--- src/rtl/instr_fetch_unit.sv ---
// ---------------------------------------------------------------------------
// instr_fetch_unit
//
// Purpose: small program memory that feeds simple_cpu one instruction at a
// time. Every word stays on `instruction` for HOLD_CYCLES rising edges so the
// multi-cycle CPU can finish it. After that the PC advances. A run starts
// from address 0 on `start`. It ends at an end-of-program word (opcode class
// 00), at the last address, or on `abort`.
//
// Ports:
//   clk          system clock, rising edge
//   rst          synchronous reset, active low
//   load_en      program write strobe (accepted only while idle)
//   load_addr    program write address
//   load_data    program write data
//   start        launch the program from address 0 (accepted only while idle)
//   abort        stop a running program, no done pulse
//   instruction  registered word to the CPU, zero when not issuing
//   new_instr    one-cycle strobe, first cycle of each new word
//   pc           address of the word currently on `instruction`
//   busy         high while issuing
//   done         one-cycle pulse on normal program end
//   dbg_state    current FSM state (0 idle, 1 issue, 2 done)
//
// Interface semantics: there is no back-pressure. `new_instr` is a pure
// strobe. It marks the first of HOLD_CYCLES cycles in which `instruction`
// and `pc` are valid and stable. The consumer must accept at that rate.
// ---------------------------------------------------------------------------
module instr_fetch_unit #(
  parameter int INSTR_WIDTH = 20,
  parameter int PC_BITS     = 5,
  parameter int HOLD_CYCLES = 4
) (
  input  logic                   clk,
  input  logic                   rst,
  input  logic                   load_en,
  input  logic [PC_BITS-1:0]     load_addr,
  input  logic [INSTR_WIDTH-1:0] load_data,
  input  logic                   start,
  input  logic                   abort,
  output logic [INSTR_WIDTH-1:0] instruction,
  output logic                   new_instr,
  output logic [PC_BITS-1:0]     pc,
  output logic                   busy,
  output logic                   done,
  output logic [1:0]             dbg_state
);

  localparam int         DEPTH    = 1 << PC_BITS;
  localparam logic [3:0] CNT_INIT = 4'(HOLD_CYCLES - 1);

  typedef enum logic [1:0] {
    S_IDLE  = 2'd0,
    S_ISSUE = 2'd1,
    S_DONE  = 2'd2
  } state_t;

  state_t                 r_state;
  state_t                 w_state_nxt;
  logic [INSTR_WIDTH-1:0] r_mem [0:DEPTH-1];
  logic [INSTR_WIDTH-1:0] r_instr;
  logic [INSTR_WIDTH-1:0] w_instr_nxt;
  logic                   r_new;
  logic                   w_new_nxt;
  logic [PC_BITS-1:0]     r_pc;
  logic [PC_BITS-1:0]     w_pc_nxt;
  logic [3:0]             r_cnt;
  logic [3:0]             w_cnt_nxt;

  logic [PC_BITS-1:0]     w_pc_inc;
  logic [INSTR_WIDTH-1:0] w_word0;
  logic [INSTR_WIDTH-1:0] w_word_next;
  logic                   w_word0_end;
  logic                   w_next_end;
  logic                   w_pc_last;

  assign w_pc_inc    = r_pc + PC_BITS'(1);
  assign w_word0     = r_mem[0];
  assign w_word_next = r_mem[w_pc_inc];
  assign w_word0_end = (w_word0[INSTR_WIDTH-1 -: 2] == 2'b00);
  assign w_next_end  = (w_word_next[INSTR_WIDTH-1 -: 2] == 2'b00);
  // w_pc_inc wraps to 0 at the top address. w_pc_last is tested first,
  // so the wrapped read never issues.
  assign w_pc_last   = (r_pc == {PC_BITS{1'b1}});

  // Writes are accepted only while idle. This keeps a running program
  // intact. Reset also blocks them.
  always_ff @(posedge clk) begin
    if (rst && load_en && (r_state == S_IDLE)) begin
      r_mem[load_addr] <= load_data;
    end
  end

  always_comb begin
    w_state_nxt = r_state;
    w_instr_nxt = r_instr;
    w_new_nxt   = 1'b0;
    w_pc_nxt    = r_pc;
    w_cnt_nxt   = r_cnt;
    case (r_state)
      S_IDLE: begin
        // A load has priority, so start counts only without load_en.
        if (start && !load_en) begin
          w_pc_nxt = '0;
          if (w_word0_end) begin
            w_state_nxt = S_DONE;
            w_instr_nxt = '0;
            w_cnt_nxt   = '0;
          end else begin
            w_state_nxt = S_ISSUE;
            w_instr_nxt = w_word0;
            w_new_nxt   = 1'b1;
            w_cnt_nxt   = CNT_INIT;
          end
        end
      end
      S_ISSUE: begin
        if (abort) begin
          w_state_nxt = S_IDLE;
          w_instr_nxt = '0;
          w_pc_nxt    = '0;
          w_cnt_nxt   = '0;
        end else if (r_cnt != 4'd0) begin
          w_cnt_nxt = r_cnt - 4'd1;
        end else if (w_pc_last || w_next_end) begin
          // pc keeps the last issued address through the done cycle.
          w_state_nxt = S_DONE;
          w_instr_nxt = '0;
        end else begin
          w_pc_nxt    = w_pc_inc;
          w_instr_nxt = w_word_next;
          w_new_nxt   = 1'b1;
          w_cnt_nxt   = CNT_INIT;
        end
      end
      S_DONE: begin
        w_state_nxt = S_IDLE;
        w_pc_nxt    = '0;
        w_instr_nxt = '0;
        w_cnt_nxt   = '0;
      end
      default: begin
        w_state_nxt = S_IDLE;
        w_instr_nxt = '0;
        w_pc_nxt    = '0;
        w_cnt_nxt   = '0;
      end
    endcase
  end

  always_ff @(posedge clk) begin
    if (!rst) begin
      r_state <= S_IDLE;
      r_instr <= '0;
      r_new   <= 1'b0;
      r_pc    <= '0;
      r_cnt   <= '0;
    end else begin
      r_state <= w_state_nxt;
      r_instr <= w_instr_nxt;
      r_new   <= w_new_nxt;
      r_pc    <= w_pc_nxt;
      r_cnt   <= w_cnt_nxt;
    end
  end

  assign instruction = r_instr;
  assign new_instr   = r_new;
  assign pc          = r_pc;
  assign busy        = (r_state == S_ISSUE);
  assign done        = (r_state == S_DONE);
  assign dbg_state   = r_state;

endmodule

--- config.mk ---
export PLATFORM = sky130hd
export DESIGN_NAME = instr_fetch_unit
export DESIGN_NICKNAME = d
export VERILOG_FILES = /design/src/rtl/instr_fetch_unit.sv
export SDC_FILE = /design/constraint.sdc
export NUM_CORES = 1
export LEC_CHECK = 0
export CAP_MARGIN = 25
export CORE_ASPECT_RATIO = 1.4
export CORE_MARGIN = 1.5
export CORE_UTILIZATION = 55
export CTS_CLUSTER_DIAMETER = 40
export DETAILED_ROUTE_END_ITERATION = 8
export PLACE_DENSITY = 0.7
export SETUP_SLACK_MARGIN = 0.05
export SYNTH_ARGS = -nofsm -noshare
export SYNTH_HDL_FRONTEND = slang
export SYNTH_SLANG_ARGS = --single-unit
--- constraint.sdc ---
create_clock -name clk -period 6.1 [get_ports clk]
set_input_delay 1.22 -clock clk [delete_from_list [all_inputs] [get_ports clk]]
set_output_delay 1.22 -clock clk [all_outputs]
set_load 0.1 [all_outputs]
==> results.sh, run 1 <==
export IMPL_avgViaCountPerCell=6.28
export IMPL_fmax_mhz=262
export IMPL_holdCritPathClass="flip-flop to flip-flop"
export IMPL_synth_compound_area_share_pct=1.72
export IMPL_utilization_pct=64.6
export IMPL_end_kind="flip-flop"
export IMPL_period_minus_slack_ns=3.81
export IMPL_port_buffers=59
export IMPL_dieHeight_um=261
export IMPL_grt_pass1_wl_um=84600
export IMPL_reg2reg_depth=6
export IMPL_fin_crit_sh_pct=62.5
export IMPL_crit_fanout=59
export IMPL_place_area_mm2=0.0279
export IMPL_worst_setup_path_start_kind="flip-flop"
export IMPL_clock_latency_ns=0.59
export IMPL_maxSlewHeadroom_pct=33.6
export IMPL_clock_sinks=672
export IMPL_run_status="completed"
export IMPL_final_nets=1332
export IMPL_cts_buffers=66
export IMPL_netlist_instances=1163
export IMPL_cts_buffer_depth=3
export IMPL_vias=12381
export IMPL_area_growth_pct=16.0
export IMPL_finalSetupViolCount=0
export IMPL_dr_pass1_iters=5
export IMPL_design_core_area_mm2=0.0469
export IMPL_ant_nets=0
export IMPL_avgSynthCellArea_um2=22.5
export IMPL_wl_um=57000
export IMPL_cts_tree="done"
export IMPL_row_count=94
export IMPL_crit_arrival_ns=4.26
export IMPL_syn_area_mm2=0.0261
export IMPL_layout_common_cells="edfxtp_1 (640), mux4_2 (187), clkbuf_16 (73), mux2i_1 (59), clkdlybuf4s50_1 (59)"
export IMPL_synth_seq_cells=672
export IMPL_synth_nets=1197
export IMPL_whs_path_depth=2
export IMPL_hold_viol_final=0
export IMPL_synth_main_ff_cell="edfxtp_1"
export IMPL_synth_area_leaders="edfxtp_1 (74%), mux4_2 (16%), dfxtp_1 (2.5%), mux2i_1 (2.3%), nor2_1 (0.65%)"
export IMPL_stdcell_area_mm2=0.0303
export IMPL_place_gp_congestion=0.867
export IMPL_grtUsageTotal_pct=23.9
export IMPL_dpl_hpwl_um=33400
export IMPL_clockRootBuffer="clkbuf_16"
export IMPL_initial_utilization_pct=55.7
export IMPL_fin_skew_ns=0.0254
export IMPL_whs_ns=0.489
export IMPL_ir_drop_mv=0.270
export IMPL_synth_area_leader_cell="edfxtp_1"
export IMPL_synthSimpleGateAreaFrac_pct=1.95
export IMPL_ios=60
export IMPL_synth_top_family_by_area="multiplexers"
export IMPL_wire_per_inst_um=28.9
export IMPL_final_max_slew_viol_count=0
export IMPL_p_leak_uw=0.00927
export IMPL_mostFrequentLayoutCell="edfxtp_1"
export IMPL_yosysWarnings=0
export IMPL_synth_xor_area_share_pct=0.168
export IMPL_postCtsHoldBufs=0
export IMPL_route_detailed_drc=0
export IMPL_yosysTopAreaCellShare_pct=73.6
export IMPL_grt_overflow_total=0
export IMPL_fin_tns_setup_ns=0
export IMPL_async_flop_share_pct=0
export IMPL_post_cts_resized=0
export IMPL_synth_cell_types=47
export IMPL_post_cts_buffers=0
export IMPL_synthMuxAreaShare_pct=18.5
export IMPL_cp_required_ns=6.55
export IMPL_drt_initial_drc_count=1157
export IMPL_synth_fa_ha_area_share_pct=0.192
export IMPL_grt_pass1_vias=12938
export IMPL_path_clk_slew_ns=0.07
export IMPL_htreeDepth=3
export IMPL_die_area_mm2=0.0488
export IMPL_yosysSeqAreaShare_pct=76.0
export IMPL_drv_cap=0
export IMPL_synth_edf_count=640
export IMPL_rsz0062_at_grt="false"
export IMPL_tightest_slew_ns=0.993
export IMPL_drive_gt1_share_pct=28.9
export IMPL_grt_max_degree=93
export IMPL_power_density_mw_per_mm2=316
export IMPL_die_w_um=187
export IMPL_critical_path_class="flip-flop to flip-flop"
export IMPL_antenna_found_initial=1
-- layer usage --
metal,vias to the layer above,track usage [%],wire [µm]
li1,5191,-,-
met1,6669,31.7,22900
met2,445,41.5,30000
met3,76,3.34,2930
met4,0,7.28,1170
met5,-,0,0
-- registers in the layout, summed over array words and instances (netlist names) --
register / cells
r_mem: 640
instruction: 20
pc: 5
r_cnt: 4
dbg_state: 2
new_instr: 1
-- final timing paths --
| check | start | to | slack (ns) |
|---|---|---|---|
| worst max-delay path | pc[0] | instruction[15] | 2.29 |
| worst min-delay path | r_cnt[3] | r_cnt[3] | 0.49 |
| worst max register to register | pc[0] | instruction[15] | 2.29 |
| worst min register to register | r_cnt[3] | r_cnt[3] | 0.49 |
-- critical path, stage by stage, from the launching register on --
cell	delay, ns
dfxtp_4	0.68
ha_4	0.89
buf_4	0.70
mux4_2	0.47
mux4_2	0.58
mux2i_1	0.19
o21ai_1	0.07
-- power breakdown --
part           switching, µW  internal, µW
clock network           1690          2390
logic                    267           136
registers               17.4          5070
-- through the flow --
step | instances | power (µW) | setup slack, ns
after floorplan | 1163 | 5400 | 2.28
after global placement | 1825 | 5560 | 2.03
after detailed placement | 1842 | 5580 | 1.88
after CTS | 1958 | 9620 | 2.21
after global routing | 1971 | 9820 | 1.98
final | 1971 | 9570 | 2.29
-- cell usage after synthesis, types with 2 or more instances --
library cell / number
nand3_1: 5
or3b_2: 2
a21oi_1: 5
dfxtp_1: 32
inv_1: 7
buf_4: 4
nor2_1: 45
a32oi_1: 2
clkbuf_1: 16
a31oi_1: 22
mux4_2: 187
o21ai_1: 19
a211oi_1: 3
buf_6: 11
edfxtp_1: 640
o21ai_0: 3
and3_1: 19
mux2i_1: 59
buf_2: 20
nand2b_1: 3
a22o_1: 3
or3_1: 2
nand2_1: 13
nand3b_1: 5
nor3_1: 2
and2_1: 3
ha_1: 4
o21a_1: 2
nor2b_1: 2
buf_1: 6
-- kinds of logic (layout without fill, tap and decap cells) --
| family | count (synthesis) | count (layout) |
|---|---|---|
| xor+xnor | 2 | 2 |
| simple gates | 103 | 103 |
| flops | 672 | 672 |
| fa+ha+maj | 4 | 4 |
| mux | 248 | 248 |
| buf+inv | 65 | 248 |
| compound gates | 69 | 69 |
| other cells | 0 | 1 |
-- area by class of cell --
type	count	area (µm²)
Timing Repair Buffer	125	1470
Multi-Input combinational cell	426	5980
Fill cell	3019	16600
Tap cell	624	781
Sequential cell	672	19900
Antenna cell	1	2.50
Clock inverter	33	355
Inverter	7	26.3
Clock buffer	83	1820
Power figures use the tool's default switching activity.
==> run 2, diff against run 1 <==
==> constraint.sdc (replaced) <==
create_clock -name clk -period 3.55 [get_ports clk]
set_input_delay 0.71 -clock clk [delete_from_list [all_inputs] [get_ports clk]]
set_output_delay 0.71 -clock clk [all_outputs]
set_load 0.1 [all_outputs]
==> results.sh, run 2 (same netlist as run 1, synthesis figures left out) <==
export IMPL_run_status="completed"
export IMPL_mostFrequentLayoutCell="edfxtp_1"
export IMPL_cts_tree="done"
export IMPL_p_leak_uw=0.00922
export IMPL_cts_buffer_depth=3
export IMPL_clockRootBuffer="clkbuf_16"
export IMPL_holdCritPathClass="flip-flop to flip-flop"
export IMPL_ios=60
export IMPL_ant_nets=0
export IMPL_worstHoldStart="instruction[10]"
export IMPL_largest_reg_flops=640
export IMPL_grt_overflow_total=0
export IMPL_crit_arrival_ns=3.54
export IMPL_drv_cap=0
export IMPL_drive_gt1_share_pct=30.7
export IMPL_power_density_mw_per_mm2=530
export IMPL_row_count=94
export IMPL_cp_required_ns=4.00
export IMPL_cts_buffers=59
export IMPL_area_growth_pct=15.0
export IMPL_critical_path_class="flip-flop to flip-flop"
export IMPL_dr_pass1_iters=5
export IMPL_grt_pass1_wl_um=83600
export IMPL_fin_skew_ns=0.0212
export IMPL_route_detailed_drc=0
export IMPL_whs_path_depth=2
export IMPL_hold_viol_final=0
export IMPL_antenna_cells=0
export IMPL_final_nets=1338
export IMPL_rsz0062_at_grt="false"
export IMPL_antenna_found_initial=0
export IMPL_maxSlewHeadroom_pct=31.9
export IMPL_end_kind="flip-flop"
export IMPL_dieHeight_um=261
export IMPL_grt_pass1_vias=12919
export IMPL_clock_sinks=672
export IMPL_wire_per_inst_um=28.7
export IMPL_port_buffers=59
export IMPL_drt_initial_drc_count=1206
export IMPL_grtUsageTotal_pct=23.6
export IMPL_post_cts_resized=0
export IMPL_postCtsHoldBufs=0
export IMPL_finalSetupViolCount=0
export IMPL_clock_latency_ns=0.61
export IMPL_layout_common_cells="edfxtp_1 (640), mux4_2 (187), buf_4 (75), clkbuf_16 (64), mux2i_1 (59)"
export IMPL_avgViaCountPerCell=6.24
export IMPL_reg2reg_depth=7
export IMPL_vias=12323
export IMPL_period_minus_slack_ns=3.09
export IMPL_die_area_mm2=0.0488
export IMPL_post_cts_buffers=0
export IMPL_worst_setup_path_start_kind="flip-flop"
export IMPL_crit_fanout=23
export IMPL_r2r_start="pc[0]"
export IMPL_hold_end="instruction[10]"
export IMPL_grt_max_degree=99
export IMPL_die_w_um=187
export IMPL_htreeDepth=2
export IMPL_design_core_area_mm2=0.0469
export IMPL_dpl_hpwl_um=33200
export IMPL_place_gp_congestion=0.807
export IMPL_tightest_slew_ns=1.02
export IMPL_fin_tns_setup_ns=0
export IMPL_fmax_mhz=323
export IMPL_regMostFlops="r_mem"
export IMPL_wl_um=56600
export IMPL_final_max_slew_viol_count=0
export IMPL_path_clk_slew_ns=0.07
export IMPL_initial_utilization_pct=55.7
export IMPL_fin_crit_sh_pct=87.1
export IMPL_ir_drop_mv=0.385
export IMPL_whs_ns=0.502
export IMPL_worstReg2RegEnd="instruction[15]"
export IMPL_regToRegSetupSlack_ns=0.46
run 2: cell count changes in the layout (fill, tap and decap cells not counted), sizes merged:
cell | before | now
diode | 1 | 0
clkbuf | 85 | 73
bufinv | 6 | 7
clkinvlp | 3 | 4
buf | 64 | 91
inv | 11 | 10
clkinv | 20 | 23
clkdlybuf4s50 | 59 | 44
run 2: power breakdown:
group          internal (µW)  leakage (µW)  switching (µW)
sequential              8720       0.00602            22.9
combinational            228       0.00225             457
clock                   3710      0.000961            2800
run 2: stage by stage:
step	power (µW)	utilization (%)	worst slack (ns)	std cells	cell area [µm²]
floorplan	9280	-	0.248	1163	26100
global placement	9560	59.3	0.480	1857	27800
detailed placement	9580	59.3	0.440	1857	27800
CTS	16000	63.5	0.403	1964	29800
global route	16300	64.0	0.283	1974	30000
finish	15900	64.0	0.458	1974	30000
run 2: critical path, stage by stage, from the launching register on:
cell and delay (ns):
dfxtp_4 0.36, buf_4 0.38, nand3_2 0.19, xnor2_4 0.43
buf_4 0.56, mux4_2 0.66, mux2i_1 0.22, o21ai_1 0.09
run 2: layout make-up:
class	count	area [µm²]
fill	3052	16900
timing repair buffer	138	1400
clock buffer	70	1590
clock inverter	37	387
sequential	672	19900
inverter	7	26.3
tap	624	781
multi-input combinational	426	5990
run 2: layer usage:
metal,vias to the layer above,GRT usage (%),wire length [µm]
met5,-,0,0
met4,0,8.13,1710
met3,102,3.42,3190
met1,6565,30.9,22100
li1,5203,-,-
met2,453,41.0,29600
run 2: how the worst max path moves through the flow:
stage                      endpoint          from  cells past startpoint
floorplan           instruction[10]  dbg_state[0]                      8
global placement       r_mem[28][2]           rst                      5
detailed placement  instruction[15]         pc[0]                      7
CTS                 instruction[15]         pc[0]                      7
global route        instruction[15]         pc[0]                      7
finish              instruction[15]         pc[0]                      7
==> run 3, diff against run 2 <==
--- a/config.mk
+++ b/config.mk
@@ -6,7 +6,6 @@
 export NUM_CORES = 1
 export LEC_CHECK = 0
 export CAP_MARGIN = 25
-export CORE_ASPECT_RATIO = 1.4
 export CORE_MARGIN = 1.5
 export CORE_UTILIZATION = 55
 export CTS_CLUSTER_DIAMETER = 40
==> results.sh, run 3 (same netlist as run 1, synthesis figures left out) <==
export IMPL_run_status="finished with violations"
export IMPL_violations="DRC"
export IMPL_area_growth_pct=17.7
export IMPL_fin_skew_ns=0.0266
export IMPL_ios=60
export IMPL_cts_tree="done"
export IMPL_mostFrequentLayoutCell="edfxtp_1"
export IMPL_die_area_mm2=0.0488
export IMPL_slowest_delay_ns=0.44
export IMPL_power_density_mw_per_mm2=577
export IMPL_wl_met2_um=29100
export IMPL_drive_gt1_share_pct=32.9
export IMPL_route_detailed_drc=7
export IMPL_place_area_mm2=0.0279
export IMPL_cts_buffer_depth=3
export IMPL_largest_reg_flops=640
export IMPL_crit_slowest_cell="ha_4"
export IMPL_crit_family="multiplexers"
export IMPL_row_count=79
export IMPL_ir_drop_mv=0.551
export IMPL_p_seq_share_pct=49.3
export IMPL_crit_path_frequent_cell="mux2i_1"
export IMPL_grt_overflow_total=0
export IMPL_worst_setup_path_start_kind="flip-flop"
export IMPL_cts_buffers=84
export IMPL_dpl_hpwl_um=34200
export IMPL_final_nets=1361
export IMPL_grt_max_degree=95
export IMPL_path_clk_slew_ns=0.06
export IMPL_tightest_slew_ns=1.00
export IMPL_combPwrFrac_pct=3.9
export IMPL_wire_per_inst_um=29.0
export IMPL_antenna_cells=0
export IMPL_grt_pass1_vias=12931
export IMPL_wl_met3_um=4310
export IMPL_clock_latency_ns=0.63
export IMPL_fin_tns_setup_ns=0
export IMPL_ant_nets=0
export IMPL_fin_crit_sh_pct=84.2
export IMPL_vias=12617
export IMPL_regMostFlops="r_mem"
export IMPL_clockRootBuffer="clkbuf_16"
export IMPL_total_power_uw=17700
export IMPL_wl_um=58200
export IMPL_hold_viol_final=0
export IMPL_clock_sinks=672
export IMPL_path_cells="ha_4 > buf_12 > mux2i_1 > mux4_2 > mux2i_1 > mux2_2 > o211ai_4 > buf_4 > o21ai_1"
export IMPL_stdcell_area_mm2=0.0307
export IMPL_avgViaCountPerCell=6.30
export IMPL_htreeDepth=3
export IMPL_design_core_area_mm2=0.0467
export IMPL_end_kind="flip-flop"
export IMPL_swShare_pct=22.3
export IMPL_port_buffers=59
export IMPL_initial_utilization_pct=56.0
export IMPL_antenna_found_initial=3
export IMPL_utilization_pct=65.9
export IMPL_drv_cap=0
export IMPL_finalSetupViolCount=0
export IMPL_final_max_slew_viol_count=0
export IMPL_rsz0062_at_grt="false"
export IMPL_die_w_um=221
export IMPL_fmax_mhz=334
export IMPL_p_switching_uw=3960
export IMPL_postCtsHoldBufs=0
export IMPL_place_gp_congestion=0.861
export IMPL_met1_length_um=23200
export IMPL_routed_top_layer="met5"
export IMPL_clkPwrFrac_pct=46.8
export IMPL_maxSlewHeadroom_pct=33.0
export IMPL_layout_common_cells="edfxtp_1 (640), mux4_2 (187), clkbuf_16 (85), buf_4 (74), mux2i_1 (59)"
export IMPL_crit_fanout=31
export IMPL_cp_required_ns=4.05
export IMPL_post_cts_buffers=0
export IMPL_cp_buffers_inverters=2
export IMPL_p_leak_uw=0.00953
export IMPL_crit_arrival_ns=3.49
export IMPL_drt_initial_drc_count=1531
export IMPL_p_int_uw=13800
export IMPL_post_cts_resized=0
export IMPL_critical_path_class="flip-flop to flip-flop"
export IMPL_holdCritPathClass="flip-flop to flip-flop"
export IMPL_grtUsageTotal_pct=24.5
export IMPL_grt_pass1_wl_um=86100
export IMPL_period_minus_slack_ns=2.99
export IMPL_dieHeight_um=221
export IMPL_dr_pass1_iters=7
## run 3: cell count changes in the layout (fill, tap and decap cells not counted), moves of 3 or more
cell / change
inv_8: +3
clkbuf_1: +3
inv_6: +13
clkbuf_16: +21
buf_8: -3
clkinvlp_4: +9
clkinv_4: +5
buf_12: +3
bufinv_16: -3
clkdlybuf4s50_1: +4
clkinv_1: -5
## run 3: final timing paths
| check | start | end | slack [ns] | depth (start not counted) |
|---|---|---|---|---|
| max | pc[0] | instruction[0] | 0.56 | 9 |
| min | r_cnt[3] | r_cnt[3] | 0.48 | 2 |
| max reg2reg | pc[0] | instruction[0] | 0.56 | 9 |
| min reg2reg | r_cnt[3] | r_cnt[3] | 0.48 | 2 |
## run 3: area by class of cell
type | instances | area [µm²]
inverter | 7 | 26.3
clock buffer | 95 | 2170
timing repair buffer | 136 | 1320
clock inverter | 61 | 613
fill | 2978 | 15900
tap | 607 | 759
multi-input combinational | 426 | 5990
sequential | 672 | 19900
## run 3: worst register-to-register path: stages (launching register included)
cell      delay [ns]
dfxtp_4         0.38
ha_4            0.44
buf_12          0.28
mux2i_1         0.30
mux4_2          0.33
mux2i_1         0.10
mux2_2          0.33
o211ai_4        0.32
buf_4           0.28
o21ai_1         0.11
## run 3: metrics by stage
stage | hold WS (ns) | setup WS, ns | instances
6_report | 0.483 | 0.560 | 2004
5_1_grt | 0.527 | 0.447 | 2004
4_1_cts | 0.489 | 0.566 | 2003
3_5_place_dp | 0.483 | 0.547 | 1847
3_3_place_gp | 0.460 | 0.550 | 1846
2_1_floorplan | 0.449 | 0.248 | 1163
## run 3: per-layer routing
metal / vias to the layer above / track usage (%)
li1: 5296 / -
met1: 6642 / 34.0
met2: 574 / 39.9
met3: 101 / 4.36
met4: 4 / 8.36
met5: - / 0
## run 3: power groups by stage
stage               combinational [µW]  sequential [µW]  clock, µW
floorplan                          256             9030          0
CTS                                693             8750       8410
detailed placement                 689             8910          0
global route                       727             8750       8720
global placement                   673             8910          0
finish                             689             8750       8310
